--- config.mk ---
export PLATFORM = sky130hd
export DESIGN_NAME = strobe_sequencer
export DESIGN_NICKNAME = d
export VERILOG_FILES = /design/src/rtl/strobe_seq_pkg.sv /design/src/rtl/period_counter.sv /design/src/rtl/strobe_sequencer.sv
export SDC_FILE = /design/constraint.sdc
export NUM_CORES = 1
export LEC_CHECK = 0
export BUFFER_PORTS_ARGS = -buffer_cell sky130_fd_sc_hd__buf_2
export CAP_MARGIN = 10
export CORE_UTILIZATION = 56
export DETAILED_ROUTE_END_ITERATION = 16
export GPL_TIMING_DRIVEN = 1
export HOLD_SLACK_MARGIN = 0.03
export MAX_ROUTING_LAYER = met4
export PLACE_DENSITY = 0.89
export SETUP_SLACK_MARGIN = 0.15
export SKIP_LAST_GASP = 1
export SLEW_MARGIN = 20
export SYNTH_ARGS = -nofsm -noshare
export SYNTH_HDL_FRONTEND = slang
export SYNTH_SLANG_ARGS = --single-unit
--- constraint.sdc ---
create_clock -name i_clk -period 3.05 [get_ports i_clk]
set_input_delay 0.1525 -clock i_clk [delete_from_list [all_inputs] [get_ports i_clk]]
set_output_delay 0.1525 -clock i_clk [all_outputs]
set_load 0.005 [all_outputs]
--- src/rtl/strobe_seq_pkg.sv ---
// rtl/strobe_seq_pkg.sv - shared state encoding and default widths for the strobe sequencer
package strobe_seq_pkg;

  typedef enum logic [1:0] {
    ST_IDLE = 2'd0,
    ST_RUN  = 2'd1,
    ST_DONE = 2'd2
  } state_t;

  localparam int CNT_W_DEF   = 8;
  localparam int BURST_W_DEF = 8;

endpackage

--- src/rtl/period_counter.sv ---
// rtl/period_counter.sv - loadable down-counter with zero flag; load has priority over enable
module period_counter #(
  parameter int CNT_W = 8
) (
  input  logic             i_clk,
  input  logic             i_reset,
  input  logic             i_load,
  input  logic [CNT_W-1:0] i_load_val,
  input  logic             i_en,
  output logic             o_zero
);

  logic [CNT_W-1:0] r_cnt;

  // Saturates at zero so an enabled but unreloaded counter never wraps.
  always_ff @(posedge i_clk) begin
    if (i_reset) begin
      r_cnt <= '0;
    end else if (i_load) begin
      r_cnt <= i_load_val;
    end else if (i_en && (r_cnt != '0)) begin
      r_cnt <= r_cnt - CNT_W'(1);
    end
  end

  assign o_zero = (r_cnt == '0);

endmodule

--- src/rtl/strobe_sequencer.sv ---
// rtl/strobe_sequencer.sv - divide-by-N data-valid strobe burst controller
// STROBE_SEQ_CONTINUOUS_EN: burst_len of 0 runs continuously until stop instead of one pulse.
module strobe_sequencer
  import strobe_seq_pkg::*;
#(
  parameter int CNT_W   = CNT_W_DEF,
  parameter int BURST_W = BURST_W_DEF
) (
  input  logic               i_clk,
  input  logic               i_reset,
  input  logic               i_start,
  input  logic               i_stop,
  input  logic [CNT_W-1:0]   i_period,
  input  logic [BURST_W-1:0] i_burst_len,
  output logic               o_dv,
  output logic               o_busy,
  output logic               o_done,
  output logic [BURST_W-1:0] o_pulse_cnt
);

  state_t             r_state;
  state_t             w_next_state;
  logic               r_dv;
  logic [BURST_W-1:0] r_pulse_cnt;
  logic [BURST_W-1:0] r_burst;
  logic [CNT_W-1:0]   r_period_m1;

  logic               w_accept;
  logic               w_fire;
  logic               w_last;
  logic               w_zero;
  logic               w_cnt_load;
  logic [CNT_W-1:0]   w_cnt_load_val;
  logic [CNT_W-1:0]   w_period_m1_in;
  logic [BURST_W-1:0] w_burst_in;
  logic [BURST_W-1:0] w_pulse_inc;

  // A zero period behaves as a period of one.
  assign w_period_m1_in = (i_period == '0) ? '0 : (i_period - CNT_W'(1));
  assign w_pulse_inc    = r_pulse_cnt + BURST_W'(1);

`ifdef STROBE_SEQ_CONTINUOUS_EN
  assign w_burst_in = i_burst_len;
  assign w_last     = (r_burst != '0) && (w_pulse_inc == r_burst);
`else
  assign w_burst_in = (i_burst_len == '0) ? BURST_W'(1) : i_burst_len;
  assign w_last     = (w_pulse_inc == r_burst);
`endif

  always_ff @(posedge i_clk) begin
    if (i_reset) begin
      r_state <= ST_IDLE;
    end else begin
      r_state <= w_next_state;
    end
  end

  // Stop is tested before the counter so it suppresses a coincident pulse.
  always_comb begin
    w_next_state = r_state;
    w_accept     = 1'b0;
    w_fire       = 1'b0;
    case (r_state)
      ST_IDLE: begin
        if (i_start && !i_stop) begin
          w_accept     = 1'b1;
          w_next_state = ST_RUN;
        end
      end
      ST_RUN: begin
        if (i_stop) begin
          w_next_state = ST_IDLE;
        end else if (w_zero) begin
          w_fire = 1'b1;
          if (w_last) begin
            w_next_state = ST_DONE;
          end
        end
      end
      ST_DONE: w_next_state = ST_IDLE;
      default: w_next_state = ST_IDLE;
    endcase
  end

  always_ff @(posedge i_clk) begin
    if (i_reset) begin
      r_dv        <= 1'b0;
      r_pulse_cnt <= '0;
      r_burst     <= '0;
      r_period_m1 <= '0;
    end else begin
      r_dv <= w_fire;
      if (w_accept) begin
        r_pulse_cnt <= '0;
        r_burst     <= w_burst_in;
        r_period_m1 <= w_period_m1_in;
      end else if (w_fire) begin
        r_pulse_cnt <= w_pulse_inc;
      end
    end
  end

  assign w_cnt_load     = w_accept | w_fire;
  assign w_cnt_load_val = w_accept ? w_period_m1_in : r_period_m1;

  period_counter #(
    .CNT_W(CNT_W)
  ) u_period_counter (
    .i_clk      (i_clk),
    .i_reset    (i_reset),
    .i_load     (w_cnt_load),
    .i_load_val (w_cnt_load_val),
    .i_en       (r_state == ST_RUN),
    .o_zero     (w_zero)
  );

  assign o_dv        = r_dv;
  assign o_busy      = (r_state == ST_RUN);
  assign o_done      = (r_state == ST_DONE);
  assign o_pulse_cnt = r_pulse_cnt;

endmodule
* Word level (Yosys, flattened, before mapping)
Index checks and enable logic that the tools add are counted.
Cells by class: add/subtract/negate cells 3, equality and inequality tests 6, multiplexer cells 15, bitwise gates (word level) 1, reduce and logical (&&, ||, !) cells 11
Operators with widths (number):
- $mux W8 | 5
- $logic_not A8 Y1 | 3
- $sub A8 B1 Y8 const B | 2
- $add A8 B1 Y8 const B | 1
- $eq A8 B8 Y1 | 1
- $mux W2 | 4
- $reduce_bool A8 Y1 | 1
- $ne A3 B3 Y1 const B | 2
- $mux W1 | 5
- $pmux W2 S2 | 1
- $reduce_and A3 Y1 | 1
- $eq A2 B1 Y1 const B | 1
- $eq A2 B2 Y1 const B | 1
- $logic_and A1 B1 Y1 | 2
- $logic_not A2 Y1 | 1
- $ne A2 B2 Y1 const B | 1
- $reduce_bool A2 Y1 | 1
- $reduce_or A2 Y1 | 1
- $logic_not A1 Y1 | 1
- $or A1 B1 Y1 | 1
Storage, ports and cells: register bits after elaboration 35, input port bits 20

* Logic depth before layout (Yosys ltp)
word-level depth 6, depth in mapped cells 8

* Cells and area by module
Synthesis repeated with hierarchy kept, for this count alone.
Unflattened totals: cell total of the unflattened synthesis 238, area, all modules 1998.2 sq um
Modules (own cells, without submodules):
- strobe_sequencer | instances 1, cells each 179, area an instance 1482.7 sq um, sequential area each 540.5 sq um
- period_counter | instances 1, cells each 59, area an instance 515.5 sq um, sequential area each 160.2 sq um

* Least setup slack after synthesis
No wires, ideal clock.
kind reg-to-reg, start register u_period_counter.r_cnt[0], end register r_pulse_cnt[6], in the netlist o_pulse_cnt[6], setup time 0.070 ns, data arrival time 2.074 ns, path slack 0.906 ns, cell stages (with the launch flop) 8, period minus slack after synthesis 2.144 ns, cells stage by stage dfxtp_1 -> inv_1 -> ha_1 -> or3b_2 -> or4_4 -> buf_6 -> or3_1 -> a21oi_1
Between the ends: word-level cells in the longest chain between the ends 4
Ends and longest elaborated chain:
- start: declaration | line period_counter.sv:13 | logic [CNT_W-1:0] r_cnt;
- start signal: assignment | line period_counter.sv:20 | r_cnt <= i_load_val;
- start signal: assignment | line period_counter.sv:22 | r_cnt <= r_cnt - CNT_W'(1);
- $logic_not A8 Y1 | line period_counter.sv:26 | assign o_zero = (r_cnt == '0);
- $mux W1 | line strobe_sequencer.sv:73 | end else if (w_zero) begin
- $mux W1 | line strobe_sequencer.sv:71 | if (i_stop) begin
- $mux W1 | line strobe_sequencer.sv:63 | case (r_state)
- end signal: assignment | line strobe_sequencer.sv:98 | r_pulse_cnt <= w_pulse_inc;
- end: declaration | line strobe_sequencer.sv:24 | logic [BURST_W-1:0] r_pulse_cnt;
No other way between the ends. A chain may end at the register's enable or synchronous reset.

* Worst setup path after layout
start register u_period_counter.r_cnt[0], end register u_period_counter.r_cnt[2]
Between the ends: word-level cells in the longest chain between the ends 6, elaborated cells between the ends (all ways) 11, those cells by class add/sub: 1; mux: 5; bitwise: 1; reduce/logical: 4
Ends and longest elaborated chain:
- branches (longest 6 deep; another with $sub A8 B1 Y8)
Parallel ways; which one is timed is not known. The select of a mux whose other input is x is not followed.

==> key figures <==
Run status
  – Status: completed

Setup path
  – Most repeated library cell on the critical path: sky130_fd_sc_hd__a211oi_1
  – R2R Setup Slk: 700 ps
  – Capturing point of the worst reg2reg path: u_period_counter.r_cnt[2]$_SDFFE_PP0P_
  – Critical Path Max Stage Delay: 530 ps
  – Critical-path cell list: inv_1, ha_1, or3b_2, or4_4, nand2_1, a211oi_1, a211oi_1
  – Data required time of the critical path: between 3000 and 4000 ps
  – Largest fanout on the critical path: 12
  – Crit path from: u_period_counter.r_cnt[0]$_SDFFE_PP0P_
  – Kind of start point of the critical path: flop
  – Category of the critical setup timing path: reg -> reg
  – Reg2reg start: u_period_counter.r_cnt[0]$_SDFFE_PP0P_
  – Slowest cell on the critical path: sky130_fd_sc_hd__or4_4
  – Cell family with most CP delay: simple AND/OR/NAND/NOR gates
  – Depth of the worst register-to-register path: 7
  – Total buffers and inverters traversed by the critical path: 1
  – Worst Setup End Kind: flop
  – Data arrival at the endpoint of the critical path: about 2600 ps

Hold path
  – Worst hold path depth: 3
  – Hold path start: i_burst_len[6]
  – Min-Delay Path Class: in -> reg
  – Endpoint with the worst hold slack: r_burst[6]$_SDFFE_PP0P_

Finish
  – Number of fill cells in the layout: 291
  – Leading cell type in the layout, fill and taps excluded: sky130_fd_sc_hd__dfxtp_1
  – Utilization of the core after routing: around two thirds
  – Fraction of final layout cells sized beyond drive strength 1: 17.7%
  – Most frequent cells in the layout: sky130_fd_sc_hd__dfxtp_1, sky130_fd_sc_hd__buf_2, sky130_fd_sc_hd__nand2_1
  – Inserted Diodes: 0
  – Area growth syn-to-layout: 13.5%
  – Nets: between 200 and 300

Route
  – WL per Instance: 14.0 um
  – Initial DRC Count: 122
  – Drt drc: 0
  – Routed Wire Length: 4380 um
  – Via density per instance: 5.88
  – Post-route antenna net violation count: 0
  – First-pass iteration count of the detailed router: 4
  – Via total after detailed routing: around 1,800

Clock network
  – Cts bufs inserted: 5
  – Number of clock sinks: 35
  – Clock tree from TritonCTS: done
  – Clock insertion delay at the later pin of the skew report: around 350 ps
  – Post-cts sizing count: 0
  – Buffer levels on the longest clock path: 2
  – Clock slew at the register clock pins of the worst setup and hold paths: approximately 120 ps
  – Buffer cell driving the clock tree root: sky130_fd_sc_hd__clkbuf_4
  – # hold bufs at CTS: 0
  – Htree depth: 2
  – Buffers inserted by post-CTS timing repair: 0

Placed design
  – Number of buffers inserted by port buffering: 30
  – HPWL after DPL: between 3000 and 4000 um
  – Routability-driven placement congestion ratio: 0.930

Synthesis
  – Most frequently used flop master after synthesis: sky130_fd_sc_hd__dfxtp_1
  – Total standard cell area after synthesis: roughly 1900 sq um
  – Net Count, Synth: between 200 and 300
  – Number of enable-type register cells in the synthesized netlist: 0
  – Number of register bits inferred by synthesis: 35
  – Post-synthesis sequential area ratio: between 30% and 40%
  – Fraction of registers with async set/reset: 0%
  – Mapped Cells: 236
  – Number of warning messages in the yosys log: 0
  – Number of distinct library cell variants in the gate-level netlist after synthesis: 50
  – Post-Syn Area per Cell: approximately 8.2 sq um

GRT
  – Global-route wire length before repair: 7000 um
  – Total overflow reported by the global router: 0
  – Total routing resource utilization after global routing: about a quarter
  – Largest net degree at the start of global routing: 28
  – Number of global-route vias before repair: 1,556
  – Number of antenna violations at the first check in global routing: 0

STA
  – Number of pins with negative max-slew slack in the final report: 0
  – Final-report hold violation count: 0
  – Remaining max-slew budget at the tightest pin: roughly 48%
  – Min cycle time layout: about 2300 ps
  – Worst-margin pin slew: approximately 780 ps
  – Sum of negative setup slack: 0 ps
  – Setup repair after global routing missed its margin: no
  – Clk_skew: ~16 ps
  – Period Utilization, post-route: slightly below 80%
  – Setup violation total in the final timing report: 0
  – Maximum clock frequency: 426 MHz

Die
  – Width of the die: 60.9 um
  – Std-Cell Rows: 21
  – I/O pins: 31
  – Die Y-Extent: about 61 um
  – Area of the die: about 3700 sq um
  – Initial core utilization: about three fifths
  – Placeable core area: 3340 sq um

Pwr
  – Total power divided by cell area: ~470 nW/um^2
  – Leakage power total: 0.869 nW
  – Worst voltage drop across the vdd grid: approximately 0.00028 V

Job
  – Max-cap violation count: 0
## synth_stat cells (2+ instances only)
cell type | n | area share, %
sky130_fd_sc_hd__a211oi_1 | 7 | 2.7
sky130_fd_sc_hd__a21oi_1 | 18 | 4.6
sky130_fd_sc_hd__a22o_1 | 2 | 0.90
sky130_fd_sc_hd__a22oi_1 | 4 | 1.5
sky130_fd_sc_hd__a311oi_1 | 2 | 0.90
sky130_fd_sc_hd__a31oi_1 | 3 | 0.97
sky130_fd_sc_hd__and2_1 | 2 | 0.65
sky130_fd_sc_hd__and4_1 | 2 | 0.90
sky130_fd_sc_hd__clkbuf_1 | 8 | 1.5
sky130_fd_sc_hd__dfxtp_1 | 35 | 36
sky130_fd_sc_hd__ha_1 | 5 | 3.2
sky130_fd_sc_hd__inv_1 | 7 | 1.4
sky130_fd_sc_hd__mux2i_1 | 2 | 1.0
sky130_fd_sc_hd__nand2_1 | 27 | 5.2
sky130_fd_sc_hd__nand2b_1 | 3 | 0.97
sky130_fd_sc_hd__nand3_1 | 3 | 0.77
sky130_fd_sc_hd__nand4_1 | 4 | 1.3
sky130_fd_sc_hd__nor2_1 | 21 | 4.1
sky130_fd_sc_hd__nor2b_1 | 5 | 1.6
sky130_fd_sc_hd__nor3_1 | 10 | 2.6
sky130_fd_sc_hd__nor3b_1 | 3 | 1.2
sky130_fd_sc_hd__nor4_1 | 4 | 1.3
sky130_fd_sc_hd__o21a_1 | 3 | 1.2
sky130_fd_sc_hd__o21ai_0 | 7 | 1.8
sky130_fd_sc_hd__or3_1 | 5 | 1.6
sky130_fd_sc_hd__or4_1 | 2 | 0.77
sky130_fd_sc_hd__xnor2_1 | 10 | 4.5
sky130_fd_sc_hd__xor2_1 | 10 | 4.5
## metal layers
layer  share of wire, %  GRT usage [%]  up-vias
li1                   -              -      914
met1                 47           35.7      853
met2                 47           40.3       59
met5                  0              -        -
met3                4.8           5.33       10
met4                1.8           7.14        0
## stage by stage
step	cell area [sq um]	std cells	power (W)	setup slack, ps	hold WS (ps)
floorplan	1940	236	0.000632	906	288
global placement	2120	304	0.000677	809	408
finish	2200	312	0.00103	701	38.1
CTS	2200	312	0.00103	706	43.7
detailed placement	2120	304	0.000680	761	413
global route	2200	312	0.00108	603	37.7
## area by class of cell
type,count,area [sq um],area share (%)
multi-input combinational,183,1160,52.8
sequential,35,701,31.8
tap,46,57.6,2.62
clock buffer,5,37.5,1.71
inverter,8,30.0,1.36
timing repair buffer,32,165,7.50
clock inverter,3,47.5,2.16
## how the worst max path moves through the flow
stage | endpoint | cells past startpoint | slack (ps)
2_1_floorplan | o_pulse_cnt[6]$_SDFFE_PP0P_ | 7 | 910
3_3_place_gp | u_period_counter.r_cnt[4]$_SDFFE_PP0P_ | 7 | 810
3_5_place_dp | u_period_counter.r_cnt[2]$_SDFFE_PP0P_ | 7 | 760
4_1_cts | u_period_counter.r_cnt[2]$_SDFFE_PP0P_ | 7 | 710
5_1_grt | u_period_counter.r_cnt[2]$_SDFFE_PP0P_ | 7 | 600
6_report | u_period_counter.r_cnt[2]$_SDFFE_PP0P_ | 7 | 700
## registers in the layout, indices dropped and copies added (netlist names)
signal,count
u_period_counter.r_cnt,8
o_pulse_cnt,8
o_dv,1
r_period_m1,8
r_state,2
r_burst,8
## where the power goes
group / leakage, nW / switching, W / total [W] / internal, W
combinational: 0.537 / 0.000102 / 0.000173 / 0.0000708
sequential: 0.285 / 0.0000209 / 0.000501 / 0.000480
clock: 0.0458 / 0.000177 / 0.000353 / 0.000177
total: 0.869 / 0.000299 / 0.00103 / 0.000728
## worst register-to-register path, stage by stage (launching register included)
cell,delay (ps)
sky130_fd_sc_hd__dfxtp_1,340
sky130_fd_sc_hd__inv_1,120
sky130_fd_sc_hd__ha_1,170
sky130_fd_sc_hd__or3b_2,510
sky130_fd_sc_hd__or4_4,530
sky130_fd_sc_hd__nand2_1,270
sky130_fd_sc_hd__a211oi_1,100
sky130_fd_sc_hd__a211oi_1,220
## kinds of logic (layout without fill, tap and decap cells)
family          count (synthesis)  count (layout)  synth area share (%)
fa+ha+maj                       5               5                  3.23
simple gates                  100             100                  27.2
flops                          35              35                  36.1
buf+inv                        18              48                  3.94
mux                             3               3                  1.61
compound gates                 55              55                  18.9
xor+xnor                       20              20                  9.03
Note: power is estimated with default switching activity, not from simulation.
